<file path="config.mk">
export PLATFORM = sky130hd
export DESIGN_NAME = reg_index_encoder_flat
export DESIGN_NICKNAME = d
export VERILOG_FILES = /design/src/rtl/reg_index_encoder_if.sv /design/src/rtl/reg_index_encoder.sv /design/src/flat_wrapper.sv
export SDC_FILE = /design/constraint.sdc
export NUM_CORES = 1
export LEC_CHECK = 0
export BUFFER_PORTS_ARGS = -buffer_cell sky130_fd_sc_hd__buf_2
export CAP_MARGIN = 40
export CORE_MARGIN = 8
export CORE_UTILIZATION = 60
export CTS_CLUSTER_SIZE = 14
export DETAILED_ROUTE_END_ITERATION = 8
export GPL_TIMING_DRIVEN = 0
export PLACE_DENSITY = 0.91
export SKIP_CTS_REPAIR_TIMING = 1
export SYNTH_ARGS = -nofsm -noshare
export SYNTH_HDL_FRONTEND = slang
export SYNTH_SLANG_ARGS = --single-unit
</file>
<file path="constraint.sdc">
create_clock -name clk -period 5.2 [get_ports clk]
set_input_delay 0 -clock clk [delete_from_list [all_inputs] [get_ports clk]]
set_output_delay 0 -clock clk [all_outputs]
set_load 0.01 [all_outputs]
</file>
<file path="src/rtl/reg_index_encoder_if.sv">
// Handshake bundle for reg_index_encoder: mask input side and index output side.
// master = producer/consumer environment, slave = the encoder itself.
interface reg_index_encoder_if;
   logic        in_valid;
   logic        in_ready;
   logic [31:0] in_mask;
   logic        out_valid;
   logic        out_ready;
   logic [4:0]  out_index;
   logic        out_last;

   modport master (
      output in_valid, in_mask, out_ready,
      input  in_ready, out_valid, out_index, out_last
   );

   modport slave (
      input  in_valid, in_mask, out_ready,
      output in_ready, out_valid, out_index, out_last
   );
endinterface

</file>
<file path="src/rtl/reg_index_encoder.sv">
// Serialises a 32-bit multi-hot register mask into 5-bit indices, lowest first.
// Ports: clk, reset (async, active-high), busy (EMIT state), bus (slave handshake).
module reg_index_encoder (
   input  logic clk,
   input  logic reset,
   output logic busy,
   reg_index_encoder_if.slave bus
);
   localparam logic [0:0] IDLE = 1'b0;
   localparam logic [0:0] EMIT = 1'b1;

   logic [0:0]  state;
   logic [31:0] pending;
   logic [31:0] pending_clr;
   logic [4:0]  low_idx;
   logic        single;

   // Priority encode the lowest set bit; zero when nothing is pending.
   always_comb begin
      low_idx = '0;
      for (int i = 31; i >= 0; i--) begin
         if (pending[i]) low_idx = 5'(i);
      end
   end

   // Clearing the lowest set bit; an empty result means one bit was left.
   assign pending_clr = pending & (pending - 32'd1);
   assign single      = (pending != '0) && (pending_clr == '0);

   // All outputs come from registered state only.
   assign bus.in_ready  = (state == IDLE);
   assign bus.out_valid = (state == EMIT);
   assign bus.out_index = low_idx;
   assign bus.out_last  = (state == EMIT) && single;
   assign busy          = (state == EMIT);

   always_ff @(posedge clk or posedge reset) begin
      if (reset) begin
         state   <= IDLE;
         pending <= '0;
      end else begin
         case (state)
            IDLE: begin
               // An all-zero mask is consumed with no output.
               if (bus.in_valid && (bus.in_mask != '0)) begin
                  pending <= bus.in_mask;
                  state   <= EMIT;
               end
            end
            EMIT: begin
               if (bus.out_ready) begin
                  pending <= pending_clr;
                  if (single) state <= IDLE;
               end
            end
            default: begin
               state   <= IDLE;
               pending <= '0;
            end
         endcase
      end
   end
endmodule

</file>
<file path="src/flat_wrapper.sv">
// flat-port wrapper written by rule: the top's interface ports become plain ports
module reg_index_encoder_flat 
  (clk, reset, busy, bus_in_valid, bus_in_mask, bus_out_ready, bus_in_ready, bus_out_valid, bus_out_index, bus_out_last);
  reg_index_encoder_if bus_i ();
  input  logic clk;
  input  logic reset;
  output logic busy;
  input wire logic [$bits(bus_i.in_valid)-1:0] bus_in_valid;
  input wire logic [$bits(bus_i.in_mask)-1:0] bus_in_mask;
  input wire logic [$bits(bus_i.out_ready)-1:0] bus_out_ready;
  output wire logic [$bits(bus_i.in_ready)-1:0] bus_in_ready;
  output wire logic [$bits(bus_i.out_valid)-1:0] bus_out_valid;
  output wire logic [$bits(bus_i.out_index)-1:0] bus_out_index;
  output wire logic [$bits(bus_i.out_last)-1:0] bus_out_last;
  assign bus_i.in_valid = bus_in_valid;
  assign bus_i.in_mask = bus_in_mask;
  assign bus_i.out_ready = bus_out_ready;
  assign bus_in_ready = bus_i.in_ready;
  assign bus_out_valid = bus_i.out_valid;
  assign bus_out_index = bus_i.out_index;
  assign bus_out_last = bus_i.out_last;
  reg_index_encoder u_core (.clk(clk), .reset(reset), .busy(busy), .bus(bus_i));
endmodule
</file>
==> results.py, run 1 <==
metrics = {
    "outcome": {
        "outcome": "completed",
    },
    "synth": {
        "async_flop_share_pct": 100,
        "synth_cells": 308,
        "avgSynthCellArea_um2": 7.96,
        "synth_warnings": 0,
        "yosysUniqueCellTypes": 48,
        "synth_edf_count": 0,
        "seq_area_frac_synth_pct": 33.7,
        "syn-num-nets": 344,
        "syn_area_um2": 2450,
        "synth-main-ff-cell": "dfrtp_1",
        "synth_seq_cells": 33,
    },
    "routing": {
        "num_vias": 2880,
        "drtAntennaViolNets": 0,
        "via_per_inst": 6.65,
        "drt_iter0_drc": 465,
        "drtPass1Iterations": 5,
        "wirelength_um": 8800,
        "wl_per_cell_um": 20.3,
        "drc": 0,
    },
    "sta": {
        "rsz0062_at_grt": "no",
        "max-slew-margin-rel_pct": 45.1,
        "max_freq_mhz": 311,
        "final_max_slew_viol_count": 0,
        "setup_violations": 0,
        "fin_crit_sh_pct": 61.9,
        "period_minus_slack_ns": 3.22,
        "worstMarginPinSlew_ns": 0.823,
        "whs_ns": 0.0151,
        "finClkSkew_ns": 0.00339,
        "fin_setup_tns_ns": 0,
        "hold_viol_final": 0,
    },
    "setup_path": {
        "startpoint_type": "register",
        "cp.arrival_ns": 3.22,
        "cp-end-kind": "output port",
        "cpPeakStageDelay_ns": 0.71,
        "worst_r2r_endpoint": "u_core.bus.out_valid",
        "startpoint": "u_core.pending[10]",
        "reg2reg_depth": 7,
        "r2r_setup_slack_ns": 2.20,
        "crit_fanout": 9,
        "cp-endpoint": "bus_out_last",
        "r2r-start": "u_core.pending[10]",
        "slowest_stage": "or4_1",
        "path_class": "register to output port",
        "crit_chain": "or4_1, nor4_4, nand3_1, a2111oi_0, nand4_1, nor3_2, buf_2",
        "crit_required_ns": 5.20,
    },
    "pwr": {
        "power_frac_comb_pct": 68.0,
        "switching_share_pct": 50.1,
        "p_clk_share_pct": 9.7,
        "ir_drop_v": 0.000462,
        "leakage_uw": 0.00141,
        "p_int_uw": 1000,
        "p_per_area_nw_per_um2": 656,
        "seq_power_share_pct": 22.3,
        "netSwitchingPower_uw": 1010,
    },
    "global_routing": {
        "grt_usage_pct": 25.9,
        "grt_start_max_net_pins": 19,
        "antenna_found_initial": 0,
        "overflow": 0,
        "grt_pass1_wl_um": 12900,
        "grt_pass1_vias": 2564,
    },
    "floorplan": {
        "fp.dieW_um": 79.9,
        "die_h_um": 79.9,
        "start_util_pct": 61.7,
        "coreArea_um2": 3970,
        "rows": 23,
        "io_pins": 45,
        "die_area_um2": 6390,
    },
    "placement": {
        "io_buffers": 44,
        "gp_congestion": 0.955,
        "placed_area_um2": 2770,
        "dp_hpwl_um": 6130,
    },
    "clocking": {
        "path_clk_slew_ns": 0.07,
        "cts_tree": "built",
        "cts_root_buf": "clkbuf_8",
        "clkSinkCount": 33,
        "htreeDepth": 2,
        "cts_buffers": 5,
        "cts_buffer_depth": 2,
        "clock_latency_ns": 0.29,
    },
    "finish": {
        "area_growth_pct": 25.0,
        "finalInstanceArea_um2": 3060,
        "postLayoutCoreUtil_pct": 77.1,
        "nets": 418,
        "antenna_cells": 0,
        "layout-drive-gt1-share_pct": 16.7,
    },
    "min_path": {
        "min-delay-path-class": "input port to register",
    },
    "job": {
        "drv_cap": 0,
    },
}
## per-layer routing
metal / vias to the layer above / part of all wire, % / global-route usage [%]
met3: 32 / 11 / 7.55
met4: 0 / 2.6 / 8.91
li1: 1319 / - / -
met1: 1310 / 39 / 34.4
met2: 219 / 47 / 38.9
met5: - / 0 / 0
## how the worst min path moves through the flow
stage / startpoint / slack (ns) / cells after the start / endpoint
finish: bus_in_mask[9] / 0.02 / 3 / u_core.pending[9]
global route: bus_in_mask[7] / 0.03 / 3 / u_core.pending[7]
CTS: reset / -0.15 / 2 / u_core.pending[24]
detailed placement: reset / 0.16 / 2 / u_core.pending[25]
global placement: bus_in_mask[1] / 0.22 / 2 / u_core.pending[1]
floorplan: bus_in_mask[23] / 0.11 / 2 / u_core.pending[23]
## kinds of logic (layout without fill, tap and decap cells)
kind of cell | after synthesis | after routing | share of synthesized area [%]
muxes | 11 | 11 | 4.49
DFF | 33 | 33 | 33.7
AOI/OAI and AO/OA | 107 | 107 | 28.5
buffers and inverters | 37 | 112 | 6.48
adders and majority gates | 3 | 3 | 1.23
and+or+nand+nor | 117 | 117 | 25.6
## sequential cells by signal, indices dropped and copies added (netlist names)
register,cells
u_core.pending,32
u_core.bus.out_valid,1
## power by group through the flow
stage	clock [uW]	sequential (uW)	combinational (uW)
floorplan	0	414	972
global placement	0	442	1280
detailed placement	0	447	1300
CTS	190	441	1310
global route	201	461	1470
finish	194	449	1370
## synth_stat cells (10+ instances only)
library cell  number  area, um2
mux2i_1           11        110
nor4_1            16        100
a22o_1            14        123
dfrtp_1           33        826
nor3_1            10       50.1
inv_1             11       41.3
o21ai_0           32        160
nand2_1           31        116
nand3_1           12       60.1
nor2_1            20       75.1
a21oi_1           20        100
clkbuf_1          22       82.6
## cell type report
class	instances	area [um2]
plain buffers	26	118
clock buffers	8	80.1
fillers	326	908
inverters	11	41.3
multi-input cells	238	1470
flip-flops and latches	33	826
well taps	50	62.6
repair buffers	67	469
## stage by stage
stage / cells / total power [uW] / worst slack, ns
2_1_floorplan: 308 / 1390 / 2.42
3_3_place_gp: 402 / 1720 / 2.27
3_5_place_dp: 404 / 1750 / 2.29
4_1_cts: 412 / 1940 / 2.04
5_1_grt: 433 / 2130 / 1.90
6_report: 433 / 2010 / 1.98
## worst max-delay path: cells and delay by family, from the launching register on
kind	cells	cell delay, ns
DFF	1	0.48
buffers and inverters	1	0.16
AOI/OAI and AO/OA	1	0.51
and+or+nand+nor	5	1.76
## cells in the final DEF (no fill, tap or decap), types with 12 or more instances in the layout
cell / netlist / routed
buf_2: 1 / 45
dfrtp_1: 33 / 33
o21ai_0: 32 / 32
nand2_1: 31 / 31
clkbuf_1: 22 / 25
dlygate4sd3_1: 0 / 21
nor2_1: 20 / 20
a21oi_1: 20 / 20
nor4_1: 16 / 16
a22o_1: 14 / 14
nand3_1: 12 / 12
No activity file was read; power rests on OpenSTA's default activity.
==> inputs of run 2 (changes only) <==
--- a/config.mk
+++ b/config.mk
@@ -5,14 +5,15 @@
 export SDC_FILE = /design/constraint.sdc
 export NUM_CORES = 1
 export LEC_CHECK = 0
+export ABC_AREA = 1
 export BUFFER_PORTS_ARGS = -buffer_cell sky130_fd_sc_hd__buf_2
 export CAP_MARGIN = 40
 export CORE_MARGIN = 8
-export CORE_UTILIZATION = 60
+export CORE_UTILIZATION = 56
 export CTS_CLUSTER_SIZE = 14
 export DETAILED_ROUTE_END_ITERATION = 8
 export GPL_TIMING_DRIVEN = 0
-export PLACE_DENSITY = 0.91
+export PLACE_DENSITY = 0.86
 export SKIP_CTS_REPAIR_TIMING = 1
 export SYNTH_ARGS = -nofsm -noshare
 export SYNTH_HDL_FRONTEND = slang
==> constraint.sdc (replaced) <==
create_clock -name clk -period 3.2 [get_ports clk]
set_input_delay 0 -clock clk [delete_from_list [all_inputs] [get_ports clk]]
set_output_delay 0 -clock clk [all_outputs]
set_load 0.01 [all_outputs]
==> results.py, run 2 <==
metrics = {
    "finish": {
        "antenna_cells": 0,
        "nets": 463,
        "final_common_cell": "nand2_1",
        "layout-drive-gt1-share_pct": 18.5,
        "postLayoutCoreUtil_pct": 68.1,
        "area_growth_pct": 20.4,
        "final_cell_mix": "nand2_1, o21ai_0, inv_1",
        "regMostFlops": "u_core.pending",
        "largest_reg_flops": 32,
    },
    "clocking": {
        "cts_buffer_depth": 2,
        "htreeDepth": 2,
        "cts_tree": "built",
        "cts_buffers": 5,
        "clkSinkCount": 33,
        "path_clk_slew_ns": 0.07,
        "cts_root_buf": "clkbuf_8",
        "clock_latency_ns": 0.29,
    },
    "global_routing": {
        "met1_usage_pct": 31.6,
        "overflow": 0,
        "gr-max-usage-layer": "met2",
        "grt_usage_pct": 24.2,
        "grt_start_max_net_pins": 16,
        "grtUsageMet3_pct": 5.36,
        "grt_pass1_wl_um": 12400,
        "grt_pass1_vias": 2668,
        "use_met2_pct": 37.5,
        "antenna_found_initial": 0,
    },
    "min_path": {
        "min-delay-path-class": "input port to register",
        "hp-start": "bus_in_mask[30]",
    },
    "synth": {
        "post-synth-top-count-cell": "nand2_1",
        "synth_edf_count": 0,
        "avgSynthCellArea_um2": 6.56,
        "synth_top_area_share_pct": 34.2,
        "synth_top_area_cell": "dfrtp_1",
        "synth_common_cells": "nand2_1, o21ai_0, inv_1",
        "synth_area_leaders": "dfrtp_1, nand2_1, o21ai_0",
        "yosysUniqueCellTypes": 34,
        "synth_cells": 368,
        "syn_area_um2": 2410,
        "seq_area_frac_synth_pct": 34.2,
        "synth-main-ff-cell": "dfrtp_1",
        "synth_seq_cells": 33,
        "synth_warnings": 0,
        "syn-num-nets": 404,
        "async_flop_share_pct": 100,
    },
    "setup_path": {
        "slowest_stage": "dfrtp_1",
        "crit_top_cell": "nand2_1",
        "cp-end-kind": "output port",
        "crit_fanout": 5,
        "startpoint_type": "register",
        "r2r-start": "u_core.pending[12]",
        "path_class": "register to output port",
        "cpPeakStageDelay_ns": 0.42,
        "startpoint": "u_core.pending[12]",
        "cp.arrival_ns": 2.98,
        "crit_chain": "nor2_1, inv_1, nor3_1, nand2_1, nor2_8, nand2_4, nor2_4, inv_2, nor3_4, nand2_1, nand2_1, inv_1, nor3_2, nand4_1, nor4_2, nand4_1, nor2_1, buf_2",
        "crit_required_ns": 3.20,
    },
    "job": {
        "drv_cap": 0,
    },
    "pwr": {
        "leakage_uw": 0.00144,
        "p_per_area_nw_per_um2": 704,
        "ir_drop_v": 0.000357,
        "power_uw": 2050,
    },
    "sta": {
        "setup_violations": 0,
        "finClkSkew_ns": 0.00580,
        "worstMarginPinSlew_ns": 0.574,
        "max-slew-margin-rel_pct": 61.7,
        "rsz0062_at_grt": "no",
        "whs_ns": 0.000944,
        "setup_slack_ns": 0.224,
        "period_minus_slack_ns": 2.98,
        "hold_viol_final": 0,
        "fin_crit_sh_pct": 93.0,
        "fin_setup_tns_ns": 0,
        "max_freq_mhz": 336,
        "final_max_slew_viol_count": 0,
    },
    "floorplan": {
        "die_h_um": 81.6,
        "start_util_pct": 56.6,
        "die_area_um2": 6660,
        "rows": 24,
        "coreArea_um2": 4260,
        "fp.dieW_um": 81.6,
        "io_pins": 45,
    },
    "routing": {
        "drt_iter0_drc": 281,
        "drtAntennaViolNets": 0,
        "wl_per_cell_um": 15.9,
        "via_per_inst": 5.78,
        "wirelength_um": 7640,
        "num_vias": 2771,
        "drc": 0,
        "drtPass1Iterations": 6,
    },
    "placement": {
        "io_buffers": 44,
        "gp_congestion": 0.931,
        "dp_hpwl_um": 5840,
        "place_ws_ns": 0.357,
    },
    "outcome": {
        "outcome": "completed",
    },
}
## run 2: cell types whose count changed after synthesis, sizes merged, moves of 8 or more
cell | previous run | this run
nor2 | 20 | 44
nand3 | 12 | 4
clkbuf | 22 | 11
inv | 11 | 59
o21ai | 33 | 57
mux2i | 11 | 0
or4 | 8 | 0
nor4 | 17 | 9
a22o | 14 | 0
nand2 | 31 | 97
## run 2: kinds of logic after synthesis
logic type             after synthesis  share of synthesized area [%]
AO/OA/AOI/OAI                       93                           21.7
buffers and inverters               73                           11.6
flip-flops                          33                           34.2
AND/OR/NAND/NOR                    169                           32.5
## run 2: report_power, final
group	internal [uW]	leakage, uW	switching, uW	total, uW
Clock	171	0.0000443	158	329
Combinational	359	0.000984	676	1030
Sequential	545	0.000414	137	683
## run 2: critical path: cells and delay by family (launching register included)
| family | cells | cell delay, ns |
|---|---|---|
| buf+inv | 4 | 0.34 |
| flops | 1 | 0.42 |
| simple gates | 14 | 1.93 |
## run 2: cell type report
cell class	count	area [um2]
buffer	14	56.3
clock buffer	7	86.3
fill	374	1360
inverter	59	224
multi-input combinational	262	1310
sequential	33	826
tap	52	65.1
timing repair buffer	52	335
## run 2: final timing paths
path	endpoint	slack [ns]	cells past startpoint
setup reg to reg	u_core.bus.out_valid	0.41	18
hold / removal	u_core.pending[30]	0.0009	3
max in group asynchronous	u_core.pending[30]	2.46	5
min in group asynchronous	u_core.pending[0]	0.20	3
setup / recovery	bus_out_last	0.22	18
hold reg to reg	u_core.pending[0]	0.58	2
## run 2: layer usage
metal	up-vias	part of all wire [%]
li1	1326	-
met1	1258	43
met2	166	45
met3	21	9.8
met4	0	2.8
met5	-	0
## run 2: stage by stage
step,std cells,cell area [um2]
floorplan,368,2410
global placement,464,2700
detailed placement,466,2750
CTS,473,2840
global route,479,2910
finish,479,2910
